$ cat config.mk
export PLATFORM = sky130hd
export DESIGN_NAME = dac_spi_tx
export DESIGN_NICKNAME = d
export VERILOG_FILES = /design/src/rtl/dac_spi_tx.sv
export SDC_FILE = /design/constraint.sdc
export NUM_CORES = 1
export LEC_CHECK = 0
export CAP_MARGIN = 20
export CORE_MARGIN = 3
export CORE_UTILIZATION = 50
export DETAILED_ROUTE_END_ITERATION = 8
export PLACE_DENSITY = 0.75
export RECOVER_POWER = 100
export SKIP_LAST_GASP = 1
export SLEW_MARGIN = 10
export SYNTH_ARGS = -nofsm -noshare
export SYNTH_HDL_FRONTEND = slang
export SYNTH_SLANG_ARGS = --single-unit
export TNS_END_PERCENT = 100
$ cat constraint.sdc
create_clock -name clk -period 2.8 [get_ports clk]
set_input_delay 0.56 -clock clk [delete_from_list [all_inputs] [get_ports clk]]
set_output_delay 0.56 -clock clk [all_outputs]
set_load 0.01 [all_outputs]
$ cat src/rtl/dac_spi_tx.sv
// SPI frame driver for a DAC7311-class converter: PD1 PD0 D11..D0 X X, MSB first.
// Define DAC_SIGNED_IN_EN to treat din as two's complement (converted to offset binary).
module dac_spi_tx #(
    parameter int unsigned CLK_DIV = 2
) (
    input  logic        clk,
    input  logic        rst,
    input  logic        pls,
    input  logic [11:0] din,
    output logic        sclk,
    output logic        sync_n,
    output logic        sdo,
    output logic        busy,
    output logic        done,
    output logic        ovr
);

    typedef enum logic [2:0] {
        IDLE,
        LEAD,
        SHIFT_LO,
        SHIFT_HI,
        TRAIL
    } state_t;

    localparam logic [7:0] HMAX = 8'(CLK_DIV - 1);

    state_t      state_q, state_d;
    logic [7:0]  hcnt_q, hcnt_d;
    logic [3:0]  bcnt_q, bcnt_d;
    logic [15:0] sr_q, sr_d;
    logic        sclk_q, sclk_d;
    logic        sync_n_q, sync_n_d;
    logic        sdo_q, sdo_d;
    logic        busy_q, busy_d;
    logic        done_q, done_d;
    logic        ovr_q, ovr_d;

    logic        tick;
    logic [11:0] din_m;
    logic [15:0] frame;

    assign tick = (hcnt_q == HMAX);

`ifdef DAC_SIGNED_IN_EN
    assign din_m = {~din[11], din[10:0]};
`else
    assign din_m = din;
`endif

    assign frame = {2'b00, din_m, 2'b00};

    always_comb begin
        state_d  = state_q;
        bcnt_d   = bcnt_q;
        sr_d     = sr_q;
        sclk_d   = sclk_q;
        sync_n_d = sync_n_q;
        sdo_d    = sdo_q;
        busy_d   = busy_q;
        done_d   = 1'b0;
        ovr_d    = ovr_q | (pls && (state_q != IDLE));
        // Every non-idle tick is also a state change, so hcnt restarts there.
        hcnt_d   = (state_q == IDLE || tick) ? 8'd0 : hcnt_q + 8'd1;

        case (state_q)
            IDLE: begin
                sclk_d   = 1'b1;
                sync_n_d = 1'b1;
                sdo_d    = 1'b0;
                busy_d   = 1'b0;
                if (pls) begin
                    sr_d     = frame;
                    sdo_d    = frame[15];
                    sync_n_d = 1'b0;
                    busy_d   = 1'b1;
                    bcnt_d   = 4'd0;
                    state_d  = LEAD;
                end
            end
            LEAD: begin
                if (tick) begin
                    sclk_d  = 1'b0;
                    state_d = SHIFT_LO;
                end
            end
            SHIFT_LO: begin
                if (tick) begin
                    sclk_d = 1'b1;
                    if (bcnt_q != 4'd15) begin
                        sr_d    = {sr_q[14:0], 1'b0};
                        sdo_d   = sr_q[14];
                        bcnt_d  = bcnt_q + 4'd1;
                        state_d = SHIFT_HI;
                    end else begin
                        sync_n_d = 1'b1;
                        sdo_d    = 1'b0;
                        state_d  = TRAIL;
                    end
                end
            end
            SHIFT_HI: begin
                if (tick) begin
                    sclk_d  = 1'b0;
                    state_d = SHIFT_LO;
                end
            end
            TRAIL: begin
                if (tick) begin
                    busy_d  = 1'b0;
                    done_d  = 1'b1;
                    state_d = IDLE;
                end
            end
            default: state_d = IDLE;
        endcase
    end

    always_ff @(posedge clk or posedge rst) begin
        if (rst) begin
            state_q  <= IDLE;
            hcnt_q   <= 8'd0;
            bcnt_q   <= 4'd0;
            sr_q     <= 16'd0;
            sclk_q   <= 1'b1;
            sync_n_q <= 1'b1;
            sdo_q    <= 1'b0;
            busy_q   <= 1'b0;
            done_q   <= 1'b0;
            ovr_q    <= 1'b0;
        end else begin
            state_q  <= state_d;
            hcnt_q   <= hcnt_d;
            bcnt_q   <= bcnt_d;
            sr_q     <= sr_d;
            sclk_q   <= sclk_d;
            sync_n_q <= sync_n_d;
            sdo_q    <= sdo_d;
            busy_q   <= busy_d;
            done_q   <= done_d;
            ovr_q    <= ovr_d;
        end
    end

    assign sclk   = sclk_q;
    assign sync_n = sync_n_q;
    assign sdo    = sdo_q;
    assign busy   = busy_q;
    assign done   = done_q;
    assign ovr    = ovr_q;

endmodule

==> summary.md <==
| Metric | Value |
|---|---|
| Crit path DAT | 2590 ps |
| Post-Layout Cell Count | a little over 200 |
| Max FO, Critical Path | 15 |
| Commonest register cell after synthesis | dfrtp_1 |
| Yosys top cell by area | dfrtp_1 |
| CTS clk-pin slew, worst paths | 90 ps |
| Ys Warns | 0 |
| Outcome | finished with violations |
| TritonCTS clock tree | done |
| Clock Tree Buf Depth | 2 |
| Net Sw Frac | a little over a fifth |
| Final Hold Viols | 0 |
| Vias | 1130 |
| Most common cell in the synthesized netlist | dfrtp_1 |
| Initial core utilization | between 50% and 60% |
| Share of layout cells above drive strength 1 | between 20% and 30% |
| Mapped Cells | 139 |
| Layout net count | 180 |
| Yosys reg bits | 34 |
| Reg2Reg Setup Slack | 430 ps |
| Crit path launch type | flop |
| Final Skew | 8.19 ps |
| Register-to-Register Path Depth | 6 |
| Crit share post-route | 84.7% |
| Worst hold-check path type | flop to flop |
| Final Critical Period | 2370 ps |
| Peak supply drop | 0.254 mV |
| Clock root buffer | clkbuf_4 |
| Final wirelength | 2910 um |
| Gr ovfl total | 0 |
| Combinational cell fraction of total power | ~4.8% |
| Worst-skew pair later-pin latency | roughly 330 ps |
| Post-synth top cells | 32 x dfrtp_1, 24 x mux2_2, 13 x nor2_1, 10 x nand3_1 |
| # diodes | 0 |
| Final Slew Violations | 35 |
| Clock Sink Count | 34 |
| Pwr/cell area | 408 mW/mm^2 |
| Synth top area share | 49.5% |
| Critical path class | flop to flop |
| Synth top area cells | dfrtp_1 50%, mux2_2 17%, dfstp_2 3.3% |
| DR iter-0 viols | 81 |
| Sequential fraction of the synthesis area | around 53% |
| Synthesis-to-finish area growth | 16.7% |
| DRC viols | 0 |
| Synth async-reset ratio | 100% |
| Pwr Total | between 700 and 800 uW |
| Total CTS buffers | 5 |
| DP Worst Slack | 485 ps |
| FILL cells | about 280 |
| GRT Total Usage | about 17% |
| Worst Max-Slew Pin Slew | 1780 ps |
| Seq pwr share | between 60% and 70% |
| Syn avg cell area | 11.6 um^2 |
| Drt via density | around 5.5 |
| Synth cell types | 32 |
| Violated checks | capacitance limit, slew limit |
| First-pass GRT wire length | 5230 um |
| Largest net degree at the start of global routing | 35 |
| Row count | 20 |
| Die width | 62.9 um |
| Worst Hold Depth | 1 |
| Final antenna-violating net count | 0 |
| Number of antenna violations at the first check in global routing | 0 |
| Max Clock Freq | around 420 MHz |
| Leak pwr | approximately 0.85 nW |
| Util after Layout | around three fifths |
| Worst Setup Slack, final | 429 ps |
| Maxcap violations | 1 |
| GP Congestion | 0.856 |
| Clock power frac | 31.5% |
| Internal power | 608 uW |
| Hold buffer count at cts | 0 |
| Setup TNS | 0 ps |
| Post-synth EDFFs | 0 |
| WL per Instance | around 14 um |
| Cell Area, Synth | 0.00162 mm^2 |
| First-pass detailed-route iteration total | 4 |
| Relative slew slack | -18.5% |
| Mapped Nets | 157 |
| I/O pin count | 21 |
| Worst EP required | 3020 ps |
| Die footprint | roughly 0.004 mm^2 |
| Post-CTS setup buffers | 0 |
| Vias in the first global route | 1153 |
| Number of port buffers | 20 |
| Die Y | roughly 63 um |
| Placed Instances | 199 |
| Crit path capture type | flop |
| Unrepaired setup endpoints after global routing | false |
| Final setup fails | 0 |
| Placeable Area | roughly 0.0031 mm^2 |
| CTS-repair resized insts | 0 |
| P_sw | 162 uW |
| Hpwl dp | between 2000 and 2500 um |
| H-tree depth | 2 |
layout make-up:
| class | instances | area (um^2) | area share (%) |
|---|---|---|---|
| sequential | 34 | 853 | 45.2 |
| multi-input combinational | 95 | 711 | 37.7 |
| timing repair buffer | 21 | 204 | 10.8 |
| tap | 44 | 55.1 | 2.92 |
| clock buffer | 7 | 45.0 | 2.39 |
| inverter | 5 | 18.8 | 0.995 |
power groups by stage:
stage / Clock, mW / Combinational (mW) / Sequential (mW)
2_1_floorplan: 0 / 0.0144 / 0.500
3_3_place_gp: 0 / 0.0372 / 0.500
3_5_place_dp: 0 / 0.0381 / 0.500
4_1_cts: 0.252 / 0.0384 / 0.491
5_1_grt: 0.274 / 0.0403 / 0.491
6_report: 0.243 / 0.0366 / 0.491
cell usage in the layout (no fill, tap or decap), types with 2 or more instances in the layout:
master / netlist / final
a211o_1: 3 / 3
a21oi_1: 3 / 3
and3_1: 7 / 7
clkbuf_1: 3 / 3
clkbuf_4: 0 / 5
clkdlybuf4s50_1: 0 / 14
dfrtp_1: 32 / 32
dfstp_2: 2 / 2
dlygate4sd3_1: 0 / 6
ha_1: 3 / 3
inv_1: 5 / 5
mux2_2: 24 / 24
nand2_1: 2 / 2
nand2b_1: 2 / 2
nand3_1: 10 / 10
nor2_1: 13 / 13
nor4_1: 2 / 2
o21ai_0: 7 / 8
xnor2_1: 2 / 2
xor2_1: 4 / 4
worst paths after layout:
path / start / to
max reg2reg: hcnt_q[1] / sr_q[8]
min: ovr / ovr
min reg2reg: ovr / ovr
max: hcnt_q[1] / sr_q[8]
max in group asynchronous: rst / hcnt_q[6]
min in group asynchronous: rst / sr_q[10]
layer usage:
layer	routed length, um	GRT usage [%]
met4	57	7.44
met3	144	5.22
met5	0	0
met1	1200	19.2
met2	1500	29.2
flip-flops by register name, summed over array words and instances, names as in the netlist:
register and count:
ovr 1, state_q 3, sr_q 13, done 1, busy 1, sdo 1, hcnt_q 8, sclk 1
sync_n 1, bcnt_q 4
metrics by stage:
step	cell area [um^2]	hold slack, ps
global route	1890	499
detailed placement	1850	460
finish	1890	474
CTS	1890	487
floorplan	1620	453
global placement	1850	452
cells by family (layout without fill, tap and decap cells):
kind of cell               Yosys count  in the layout  share of synthesized area (%)
AOI/OAI and AO/OA                   19             19                           7.43
xor gates and xnor gates             6              6                           3.25
adders and majority gates            3              3                           2.32
buffers and inverters               10             33                           3.02
DFF                                 34             34                           52.8
muxes                               25             25                           17.3
and+or+nand+nor                     42             42                           13.9
critical path, stage by stage (launching register included):
cell	delay, ps
dfrtp_1	410
inv_1	60
ha_1	120
or4b_1	500
nor2_1	340
a31o_2	450
mux2_2	380
Power figures use the tool's default switching activity.
